===== src/rtl/dp_pkg.sv =====
// dp_pkg: opcode constants and FSM state type shared by the datapath files
package dp_pkg;
    localparam logic [2:0] OP_LDI = 3'd0;
    localparam logic [2:0] OP_OR  = 3'd1;
    localparam logic [2:0] OP_AND = 3'd2;
    localparam logic [2:0] OP_ADD = 3'd3;
    localparam logic [2:0] OP_ADC = 3'd4;
    localparam logic [2:0] OP_SUB = 3'd5;
    localparam logic [2:0] OP_XOR = 3'd6;
    localparam logic [2:0] OP_MUL = 3'd7;
    typedef enum logic {IDLE, MUL} state_t;
endpackage


===== src/rtl/dp_alu.sv =====
// dp_alu: combinational single-cycle ALU (LDI, logic ops, add/adc/sub with carry-out)
module dp_alu
    import dp_pkg::*;
#(
    parameter int WIDTH = 8
) (
    input  logic [2:0]       op,
    input  logic [WIDTH-1:0] a,
    input  logic [WIDTH-1:0] b,
    input  logic [WIDTH-1:0] imm,
    input  logic             cin,
    output logic [WIDTH-1:0] y,
    output logic             co,
    output logic             cv
);
    logic [WIDTH:0] sum;
    // one shared adder; SUB is A + ~B + 1 so carry-out means no borrow
    always_comb begin
        sum = {1'b0, a} + {1'b0, (op == OP_SUB) ? ~b : b}
            + {{WIDTH{1'b0}}, (op == OP_SUB) ? 1'b1 : (op == OP_ADC) ? cin : 1'b0};
        y   = (op == OP_LDI) ? imm :
              (op == OP_OR)  ? (a | b) :
              (op == OP_AND) ? (a & b) :
              (op == OP_XOR) ? (a ^ b) : sum[WIDTH-1:0];
        co  = sum[WIDTH];
        cv  = (op == OP_ADD) || (op == OP_ADC) || (op == OP_SUB);
    end
endmodule


===== src/rtl/datapath_core.sv =====
// datapath_core: register file + ALU datapath with command handshake and shift-add multiplier
module datapath_core
    import dp_pkg::*;
#(
    parameter int WIDTH = 8,
    parameter int NREGS = 4,
    localparam int AW = $clog2(NREGS)
) (
    input  logic             ck,
    input  logic             clr_n,
    input  logic             cmd_valid,
    output logic             cmd_ready,
    input  logic [2:0]       cmd_op,
    input  logic [AW-1:0]    cmd_dst,
    input  logic [AW-1:0]    cmd_sa,
    input  logic [AW-1:0]    cmd_sb,
    input  logic [WIDTH-1:0] cmd_imm,
    output logic             res_valid,
    output logic [WIDTH-1:0] res_data,
    output logic             flag_c,
    output logic             flag_z,
    input  logic [AW-1:0]    dbg_sel,
    output logic [WIDTH-1:0] dbg_data
);
    localparam int CW = $clog2(WIDTH + 1);
    logic [WIDTH-1:0] rf [NREGS];
    logic [WIDTH-1:0] op_a, op_b, alu_y, ma, mb, acc, acc_nx;
    logic             alu_co, alu_cv;
    logic [AW-1:0]    mdst;
    logic [CW-1:0]    cnt;
    state_t           state;

    assign op_a     = rf[cmd_sa];
    assign op_b     = rf[cmd_sb];
    assign dbg_data = rf[dbg_sel];
    assign acc_nx   = acc + (mb[0] ? ma : '0);

    dp_alu #(.WIDTH(WIDTH)) u_alu (
        .op  (cmd_op),
        .a   (op_a),
        .b   (op_b),
        .imm (cmd_imm),
        .cin (flag_c),
        .y   (alu_y),
        .co  (alu_co),
        .cv  (alu_cv)
    );

    // command accept, register writeback, flags and the multiply sequencer
    always_ff @(posedge ck or negedge clr_n) begin
        if (!clr_n) begin
            for (int i = 0; i < NREGS; i++) rf[i] <= '0;
            state     <= IDLE;
            cmd_ready <= 1'b1;
            res_valid <= 1'b0;
            res_data  <= '0;
            flag_c    <= 1'b0;
            flag_z    <= 1'b0;
            ma        <= '0;
            mb        <= '0;
            acc       <= '0;
            mdst      <= '0;
            cnt       <= '0;
        end else begin
            res_valid <= 1'b0;
            case (state)
                IDLE: if (cmd_valid && cmd_ready) begin
                    if (cmd_op == OP_MUL) begin
                        ma        <= op_a;
                        mb        <= op_b;
                        mdst      <= cmd_dst;
                        acc       <= '0;
                        cnt       <= CW'(WIDTH);
                        cmd_ready <= 1'b0;
                        state     <= MUL;
                    end else begin
                        rf[cmd_dst] <= alu_y;
                        res_data    <= alu_y;
                        res_valid   <= 1'b1;
                        flag_z      <= (alu_y == '0);
                        flag_c      <= alu_cv ? alu_co : flag_c;
                    end
                end
                MUL: begin
                    acc <= acc_nx;
                    ma  <= ma << 1;
                    mb  <= mb >> 1;
                    cnt <= cnt - 1'b1;
                    if (cnt == CW'(1)) begin
                        rf[mdst]  <= acc_nx;
                        res_data  <= acc_nx;
                        res_valid <= 1'b1;
                        flag_z    <= (acc_nx == '0);
                        cmd_ready <= 1'b1;
                        state     <= IDLE;
                    end
                end
                default: state <= IDLE;
            endcase
        end
    end
endmodule

===== config.mk =====
export PLATFORM = sky130hd
export DESIGN_NAME = datapath_core
export DESIGN_NICKNAME = d
export VERILOG_FILES = /design/src/rtl/dp_pkg.sv /design/src/rtl/dp_alu.sv /design/src/rtl/datapath_core.sv
export SDC_FILE = /design/constraint.sdc
export NUM_CORES = 1
export LEC_CHECK = 0
export ABC_CLOCK_PERIOD_IN_PS = 3850
export CELL_PAD_IN_SITES_DETAIL_PLACEMENT = 1
export CELL_PAD_IN_SITES_GLOBAL_PLACEMENT = 2
export CORE_ASPECT_RATIO = 0.6
export CORE_MARGIN = 5
export CORE_UTILIZATION = 38
export CTS_CLUSTER_DIAMETER = 50
export DETAILED_ROUTE_END_ITERATION = 16
export PLACE_DENSITY = 0.85
export SLEW_MARGIN = 10
export SYNTH_ARGS = -nofsm -noshare
export SYNTH_HDL_FRONTEND = slang
export SYNTH_SLANG_ARGS = --single-unit

===== constraint.sdc =====
create_clock -name ck -period 3.85 [get_ports ck]
set_clock_uncertainty 0.1 [all_clocks]
set_input_delay 0.5775 -clock ck [delete_from_list [all_inputs] [get_ports ck]]
set_output_delay 0.5775 -clock ck [all_outputs]
set_load 0.03 [all_outputs]

==> results.tsv <==
metric	value	unit
status	finished clean	
ff_latch_area	1880	um^2
hpwlAfterDp	15200	um
grt_pass1_vias	5252	
die_area	17000	um^2
powerDensity	783	nW/um^2
max_freq	270	MHz
path_clk_slew	0.07	ns
drive_above_1_share	21.0	%
syn2layout_area_growth	25.7	%
path_cells	clkdlybuf4s50_1, buf_4, mux4_2, ha_1, o21ai_0, nor4_1, or4b_4, nand4_1, o221ai_1	
cts-htree-levels	3	
grt_start_max_net_pins	76	
grt.total_usage	23.5	%
synth-main-ff-cell	dfrtp_1	
avgSynthCellArea	9.40	um^2
worst_slack	0.150	ns
ios	42	
yosysUniqueCellTypes	67	
vdd_drop_max	0.000293	V
tritoncts	built	
hold_path.class	primary input to async pin	
io_buffer_count	41	
synth_seq_area_share	34.2	%
rsz0062_at_grt	no	
grt_pass1_wl	30000	um
grt_overflow	0	
dp_slack	-0.428	ns
fin_crit_sh	96.1	%
ys_ff_latch	75	
cp_slowest_stage_delay	0.65	ns
multi_input_area	3390	um^2
fp.coreArea	14300	um^2
slew_viol_final	0	
first_iter_violations	561	
cp.arrival	3.86	ns
worstPathMaxFanout	7	
critPathCaptureType	register	
start_util	38.3	%
wl_per_cell	22.3	um
instances_no_fill	873	
diodes	0	
synth_area	5490	um^2
start_kind	primary input	
tightestPinTransition	1.00	ns
p_total	5.40	mW
synth_edf_count	0	
async_flop_share	100	%
drt_wl_total	19500	um
hold_viol	0	
syn_nets	641	
via_per_inst	5.81	
antenna_found_initial	0	
period_minus_slack	3.70	ns
ant_nets	0	
die_x	165	um
cp_slowest_cell	nor4_1	
drc	0	
leakage	2.96	nW
cts_sinks	75	
drt_pass1_iterations	7	
nFillCells	1643	
r2r_cells	11	
clock_latency	0.35	ns
placed_cells	856	
ctsHoldBuffers	0	
synthCells	584	
fp.dieH	103	um
setup_viol_count_final	0	
rows	34	
slew_headroom	33.1	%
path_class	primary input to register	
final_nets	727	
cp.required	4.01	ns
cts_buffer_depth	2	
clock-root-buffer	clkbuf_16	
maxCapViolations	0	
vias	5070	
cts_buffers	9	
gp_congestion	0.974	
ys_warn_count	0	
## cells in the mapped netlist, types with 3 or more instances
cell type,n,area (um^2)
o211ai_1,6,45.0
nor3_1,6,30.0
o221ai_1,8,70.1
a21oi_1,20,100
o21ai_1,15,75.1
fa_1,3,60.1
buf_1,4,15.0
or3_1,3,18.8
a22oi_1,8,60.1
o22ai_1,7,43.8
o31ai_1,3,22.5
nor2b_1,4,25.0
o22a_1,7,61.3
mux2_2,4,45.0
nand2b_1,6,37.5
a22o_1,6,52.6
a31oi_1,3,18.8
a211oi_1,9,67.6
xor2_1,4,35.0
mux4_2,24,541
and2_1,10,62.6
o21bai_1,5,37.5
nand3_1,6,30.0
a32oi_1,3,26.3
buf_2,8,40.0
a21o_1,3,22.5
clkbuf_1,21,78.8
inv_1,27,101
nand2_1,89,334
mux2i_1,18,180
nor2_1,42,158
o21ai_0,43,215
ha_1,32,400
xnor2_1,11,96.3
or2_2,3,18.8
dfrtp_1,74,1850
## metrics by stage
stage / hold WS, ns / utilization [%] / TNS [ns] / cell area (um^2)
2_1_floorplan: 0.182 / - / 0 / 5490
3_3_place_gp: 0.367 / 45.4 / -4.15 / 6500
3_5_place_dp: 0.381 / 45.4 / -7.57 / 6500
4_1_cts: 0.333 / 47.8 / 0 / 6850
5_1_grt: 0.376 / 48.1 / 0 / 6900
6_report: 0.279 / 48.1 / 0 / 6900
## critical path: cells and delay by family
kind / cells / cell delay (ns)
and+or+nand+nor: 3 / 1.13
muxes: 1 / 0.57
adders and majority gates: 1 / 0.41
buffers and inverters: 2 / 0.72
AOI/OAI and AO/OA: 2 / 0.44
## registers in the layout (all words and copies together) (netlist names)
signal and cells:
acc 8, cmd_ready 1, cnt 4, flag_c 1, flag_z 1, ma 8
mb 8, mdst 2, res_data 8, res_valid 1, rf 32, state 1
## layout by cell type, fill, tap and decap left out, types with 7 or more instances in the layout
cell type / instances
a22oi_1: 8
buf_4: 68
xnor2_1: 10
o21ai_1: 14
and2_1: 10
clkbuf_16: 9
mux2i_1: 18
mux4_2: 24
inv_1: 27
dfrtp_1: 74
o221ai_1: 8
a21oi_1: 20
nand2_1: 89
ha_1: 32
clkdlybuf4s50_1: 39
o21ai_0: 43
o22a_1: 7
o22ai_1: 7
a211oi_1: 8
nor2_1: 42
## power by group
part | internal [mW] | switching (mW)
clock network | 0.594 | 0.374
registers | 1.08 | 0.338
logic | 1.33 | 1.68
## layer usage
metal	part of all wire, %	global-route usage, %
met5	0	0
met4	1.1	4.66
met3	6.8	5.55
met2	43	34.7
met1	49	35.2
## path summary, 6_finish.rpt
kind / start / endpoint / slack [ns]
hold / removal: clr_n / rf[18] / 0.28
min in group ck: res_data[2] / res_data[2] / 0.39
max in group asynchronous: clr_n / flag_c / 2.71
setup / recovery: cmd_sa[0] / rf[15] / 0.15
hold reg to reg: res_data[2] / res_data[2] / 0.39
setup reg to reg: rf[24] / flag_z / 0.42
## area by class of cell
cell class / count / area share [%]
clock buffers: 10 / 3.46
multi-input cells: 447 / 49.2
clock inverters: 6 / 1.40
well taps: 198 / 3.59
repair buffers: 110 / 13.7
inverters: 27 / 1.47
flip-flops and latches: 75 / 27.2
## cell families (layout without fill, tap and decap cells)
group	Yosys count	count (layout)	synth area share [%]
buffers and inverters	62	153	4.56
xor gates and xnor gates	17	17	2.99
DFF	75	75	34.2
and+or+nand+nor	186	186	15.9
muxes	46	46	14.0
adders and majority gates	35	35	8.39
AOI/OAI and AO/OA	163	163	20.0
## what timing repair did
item	in CTS	in global routing
setup endpoints to repair	3	19
buffers inserted	0	1
resized for setup	3	6
pin swaps	2	1
Power figures use the tool's default switching activity.
